$ cat src/rtl/rocc_cmd_arbiter.sv
// rocc_cmd_arbiter: round-robin share of one RoCC cmd/resp port among NUM_REQ requesters
module rocc_cmd_arbiter #(
  parameter int NUM_REQ = 2,
  parameter int MAX_OUTSTANDING = 4,
  localparam int IDX_W = $clog2(NUM_REQ),
  localparam int PTR_W = $clog2(MAX_OUTSTANDING),
  localparam int CNT_W = PTR_W + 1
) (
  input  logic                    clk_i,
  input  logic                    rst_i,
  input  logic                    flush_i,
  input  logic [NUM_REQ-1:0]      req_valid_i,
  output logic [NUM_REQ-1:0]      req_ready_o,
  input  logic [NUM_REQ*64-1:0]   req_rs1_i,
  input  logic [NUM_REQ*64-1:0]   req_rs2_i,
  input  logic [NUM_REQ*32-1:0]   req_instr_i,
  output logic                    cmd_valid_o,
  input  logic                    cmd_ready_i,
  output logic [63:0]             cmd_rs1_o,
  output logic [63:0]             cmd_rs2_o,
  output logic [31:0]             cmd_instr_o,
  input  logic                    resp_valid_i,
  output logic                    resp_ready_o,
  input  logic [63:0]             resp_data_i,
  output logic [NUM_REQ-1:0]      req_resp_valid_o,
  output logic [63:0]             req_resp_data_o,
  output logic [CNT_W-1:0]        outstanding_o,
  output logic                    orphan_resp_o
);
  logic [IDX_W-1:0] r_rr, r_lock_idx;
  logic             r_lock;
  logic [IDX_W-1:0] r_tags [MAX_OUTSTANDING];
  logic [PTR_W-1:0] r_wptr, r_rptr;
  logic [CNT_W-1:0] r_cnt;
  logic [2*NUM_REQ-1:0] w_rot;
  logic [IDX_W-1:0] w_off, w_rr_win, w_win, w_sel;
  logic [IDX_W:0]   w_sum;
  logic             w_full, w_empty, w_hs, w_pop;
  // rotate valids so bit 0 is the requester at the round-robin pointer
  assign w_rot = {req_valid_i, req_valid_i} >> r_rr;
  always_comb begin
    w_off = '0;
    for (int i = NUM_REQ - 1; i >= 0; i--)
      if (w_rot[i]) w_off = IDX_W'(i);
  end
  assign w_sum    = (IDX_W+1)'(r_rr) + (IDX_W+1)'(w_off);
  assign w_rr_win = (w_sum >= (IDX_W+1)'(NUM_REQ)) ? IDX_W'(w_sum - (IDX_W+1)'(NUM_REQ)) : IDX_W'(w_sum);
  assign w_win    = r_lock ? r_lock_idx : w_rr_win;
  assign w_sel    = rst_i ? '0 : w_win;
  assign w_full   = r_cnt == CNT_W'(MAX_OUTSTANDING);
  assign w_empty  = r_cnt == '0;
  assign cmd_valid_o = |req_valid_i && !w_full && !rst_i;
  assign w_hs        = cmd_valid_o && cmd_ready_i;
  assign req_ready_o = w_hs ? NUM_REQ'(1) << w_win : '0;
  assign cmd_rs1_o   = req_rs1_i[64*w_sel +: 64];
  assign cmd_rs2_o   = req_rs2_i[64*w_sel +: 64];
  assign cmd_instr_o = req_instr_i[32*w_sel +: 32];
  assign resp_ready_o     = !rst_i;
  assign w_pop            = resp_valid_i && !rst_i && !w_empty;
  assign orphan_resp_o    = resp_valid_i && !rst_i && w_empty;
  assign req_resp_valid_o = w_pop ? NUM_REQ'(1) << r_tags[r_rptr] : '0;
  assign req_resp_data_o  = resp_data_i;
  assign outstanding_o    = r_cnt;
  always_ff @(posedge clk_i) begin
    if (rst_i) begin
      r_rr <= '0;
      r_lock <= 1'b0;
      r_lock_idx <= '0;
      r_wptr <= '0;
      r_rptr <= '0;
      r_cnt <= '0;
    end else if (flush_i) begin
      r_lock <= 1'b0;
      r_wptr <= '0;
      r_rptr <= '0;
      r_cnt <= '0;
    end else begin
      r_lock <= cmd_valid_o && !cmd_ready_i;
      r_lock_idx <= w_win;
      if (w_hs) r_rr <= (w_win == IDX_W'(NUM_REQ - 1)) ? '0 : w_win + 1'b1;
      if (w_hs) r_wptr <= r_wptr + 1'b1;
      if (w_pop) r_rptr <= r_rptr + 1'b1;
      r_cnt <= r_cnt + CNT_W'(w_hs) - CNT_W'(w_pop);
    end
  end
  always_ff @(posedge clk_i)
    if (w_hs) r_tags[r_wptr] <= w_win;
endmodule

$ cat config.mk
export PLATFORM = sky130hd
export DESIGN_NAME = rocc_cmd_arbiter
export DESIGN_NICKNAME = d
export VERILOG_FILES = /design/src/rtl/rocc_cmd_arbiter.sv
export SDC_FILE = /design/constraint.sdc
export NUM_CORES = 1
export LEC_CHECK = 0
export ABC_AREA = 1
export CAP_MARGIN = 40
export CORE_AREA = 4 4 240 242
export DETAILED_ROUTE_END_ITERATION = 8
export DIE_AREA = 0 0 244 246
export DONT_BUFFER_PORTS = 1
export PLACE_DENSITY_LB_ADDON = 0.12
export SLEW_MARGIN = 0
export SYNTH_ARGS = -nofsm -noshare
export SYNTH_HDL_FRONTEND = slang
export SYNTH_SLANG_ARGS = --single-unit
$ cat constraint.sdc
create_clock -name clk_i -period 4.9 [get_ports clk_i]
set_input_delay 0.735 -clock clk_i [delete_from_list [all_inputs] [get_ports clk_i]]
set_output_delay 0.735 -clock clk_i [all_outputs]
set_load 0.01 [all_outputs]
==> parameters.txt <==
Parameter                              Value

Floorplan
  Boundary Pins    625
  Starting Density    0.06407
  Number of rows in the core area    86
  Die Span Y    246 um
  Die width    244 um
  Placeable core region    55,090 sq um
  Die outline area    60,020 sq um

Clock tree
  Clk pin slew, worst setup/hold paths    0.05 ns
  Maximum level of the CTS H-tree    1
  Number of buffers between clock root and the deepest sink    2
  Post-cts sizing count    0
  Number of clock buffers inserted by TritonCTS    3
  CTS tree    built
  Number of clock sinks seen by CTS    16
  Clock insertion delay at the later pin of the skew report    0.24 ns
  Post-CTS setup-driven buffer insertion count    0
  Number of buffers inserted by hold repair at cts    0
  Root Buffer Master    sky130_fd_sc_hd__clkbuf_16

Yosys
  Avg Cell Area, Syn    5.057 sq um
  Prevailing post-synth register cell    sky130_fd_sc_hd__dfxtp_1
  Sequential-to-total area share from yosys stat    0.1021
  Yosys top cell area share    0.3563
  Synth Register Bits    16
  Leading cell types by total area after synthesis    sky130_fd_sc_hd__nand2_1 36%, sky130_fd_sc_hd__nand3_1 23%, sky130_fd_sc_hd__buf_4 14%
  Net count after synthesis    1,096
  Share of flip-flops with an asynchronous set or reset    0
  Synth Warn #    0
  Commonest cells post-synth    335 x sky130_fd_sc_hd__nand2_1, 163 x sky130_fd_sc_hd__nand3_1, 68 x sky130_fd_sc_hd__buf_4
  Netlist cell types    23
  Post-synth EDFFs    4
  Post-synthesis instance total    698
  Cell taking the most area after synthesis    sky130_fd_sc_hd__nand2_1
  Most frequent cell after synthesis    sky130_fd_sc_hd__nand2_1
  Post-Syn Area    3530 sq um

Worst setup path
  Top Family by Delay on Critical Path    simple AND/OR/NAND/NOR gates
  Count of buffering cells on the critical path with inverters included    2
  Critical Path End Type    output port
  Critical-path cell with the highest stage delay    sky130_fd_sc_hd__buf_4
  Reg2reg setup slack    2.46 ns
  Critical Path Source Type    input pin
  Path depth of the worst reg2reg path    9
  FF-to-FF Start    outstanding_o[1]
  Worst setup path class    in -> out
  Crit-path max cell delay    0.50 ns
  Critical Path RT    4.16 ns
  Arrival time at the worst endpoint    2.37 ns
  R2r endpoint    outstanding_o[2]
  Maximum fanout count along the critical path    51
  Most used cell, CP    sky130_fd_sc_hd__nand2_1
  Cell-by-cell trace of the critical path    inv_1 > o21bai_1 > nand2_1 > nand2_4 > buf_4 > nand3_1 > nand2_1

Drt
  Met2 wirelength from detailed routing    12.42 mm
  Top layer reached by signal wires    met5
  Met3 Wirelength    2.298 mm
  Wire length after detailed routing    22.31 mm
  Routed vias/inst    3.087
  Residual DRC count    0
  Routed wire length per instance    16.60 um
  Count of vias placed by the detailed router    4,149
  Iter 0 DRT Violations    157
  Detailed-route wire length on metal 1    6.838 mm
  Routed Antenna Nets    0
  First-pass iteration count of the detailed router    5

Place
  Port Buffers    0
  Routability congestion estimate from global placement    0.7506
  Detailed placement HPWL    18.93 mm
  Setup slack at placement    1.789 ns

Min path
  Hold crit path type    reg -> reg
  Min-Delay Path Depth    2
  Hold path startpoint    r_rptr[1]

Outcome
  Outcome    finished clean

Final layout
  Fraction of final layout cells sized beyond drive strength 1    0.02203
  Layout overhead on the synthesized area    10.78%
  Final layout net count    989

Timing
  Final cycle utilization of the critical path    0.6338
  Setup Skew    0.002635 ns
  Min cycle time layout    3.106 ns
  Setup-failing EPs final    0
  Worst setup slack after layout    1.794 ns
  Pin slew with the least headroom to its limit    0.8058 ns
  Max-Slew Margin vs Limit    0.4628
  Count of final max-slew check failures    0
  Final number of hold-violating endpoints    0
  Setup repair after global routing missed its margin    no
  Maximum clock frequency    322.0 MHz
  Total negative setup slack    0 ns

Global routing
  Initial antenna violation count    9
  Number of global-route vias before repair    3,972
  Remaining global-route overflow    0
  Total GRT Usage    0.06438
  Maximum number of pins on one net before global-route repair    85
  First-pass GRT wire length    28.57 mm

Job
  Total of max-cap violations    0

Pwr
  VDD IR-drop max    98.94 uV
  Leakage power figure    0.001773 uW
  Areal power density over the cells    156.7 nW/um^2
## how the worst max path moves through the flow
stage / from / end / slack, ns / cells after the start
2_1_floorplan: req_valid_i[1] / cmd_instr_o[1] / 2.59 / 8
3_5_place_dp: req_valid_i[1] / cmd_rs1_o[30] / 1.79 / 7
6_report: req_valid_i[1] / cmd_rs1_o[34] / 1.79 / 7
3_3_place_gp: req_valid_i[1] / cmd_rs1_o[30] / 1.72 / 7
5_1_grt: req_valid_i[1] / cmd_rs1_o[30] / 1.66 / 7
4_1_cts: req_valid_i[1] / cmd_rs1_o[30] / 1.79 / 7
## layer usage
layer / global-route usage / vias to the layer above
met2: 0.1328 / 348
met1: 0.05807 / 1822
li1: - / 1945
met3: 0.02090 / 30
met5: 0 / -
met4: 0.02194 / 4
## worst reg2reg max path, delay by kind of cell (launching register included)
family / cells / cell delay [ns]
adders and majority gates: 3 / 1.00
and+or+nand+nor: 3 / 0.56
DFF: 1 / 0.49
AOI/OAI and AO/OA: 2 / 0.22
buffers and inverters: 1 / 0.04
## metrics by stage
step / util / cell area, sq um / hold WS, ns / power [uW] / cells
after global placement: 0.06877 / 3789 / 0.4694 / 462.9 / 1333
after floorplan: - / 3530 / 0.4331 / 451.1 / 698
after CTS: 0.07070 / 3895 / 0.4719 / 627.0 / 1338
after detailed placement: 0.06927 / 3816 / 0.4629 / 460.1 / 1334
after global routing: 0.07093 / 3908 / 0.4989 / 662.2 / 1343
final: 0.07097 / 3910 / 0.4735 / 612.7 / 1344
## kinds of logic after synthesis
family	share of synthesized area
buffers and inverters	0.2322
XOR/XNOR	0.002482
flip-flops	0.1021
adder cells (fa/ha/maj)	0.02694
AND/OR/NAND/NOR	0.6104
AO/OA/AOI/OAI	0.02588
## report_power, final
group	switching (uW)	internal, uW	leakage (uW)	total [uW]
Combinational	242	67.4	0.00160	310
Clock	53.2	108	0.0000386	162
Sequential	2.73	139	0.000134	142
## area by class of cell
cell class	instances	area, sq um
Antenna cell	6	15.01
Clock buffer	3	75.07
Clock inverter	1	3.754
Fill cell	6570	51180
Inverter	21	83.83
Multi-Input combinational cell	543	2371
Sequential cell	16	360.3
Tap cell	748	935.9
Timing Repair Buffer	6	65.06
## cell usage in the layout (no fill, tap or decap)
cell type	instances
sky130_fd_sc_hd__ha_1	6
sky130_fd_sc_hd__clkinv_1	1
sky130_fd_sc_hd__buf_4	5
sky130_fd_sc_hd__a21oi_1	10
sky130_fd_sc_hd__nand2_1	334
sky130_fd_sc_hd__o21bai_1	1
sky130_fd_sc_hd__inv_1	20
sky130_fd_sc_hd__nand3_1	163
sky130_fd_sc_hd__o21ai_1	1
sky130_fd_sc_hd__clkbuf_16	3
sky130_fd_sc_hd__a21oi_2	1
sky130_fd_sc_hd__buf_16	1
sky130_fd_sc_hd__nor4_1	1
sky130_fd_sc_hd__inv_6	1
sky130_fd_sc_hd__nor3_1	1
sky130_fd_sc_hd__edfxtp_1	4
sky130_fd_sc_hd__nand2_4	1
sky130_fd_sc_hd__nor2_1	17
sky130_fd_sc_hd__fa_1	1
sky130_fd_sc_hd__nand2_8	1
sky130_fd_sc_hd__diode_2	6
sky130_fd_sc_hd__xnor2_1	1
sky130_fd_sc_hd__o21ai_0	4
sky130_fd_sc_hd__dfxtp_1	12
(Power assumes the default switching activity.)
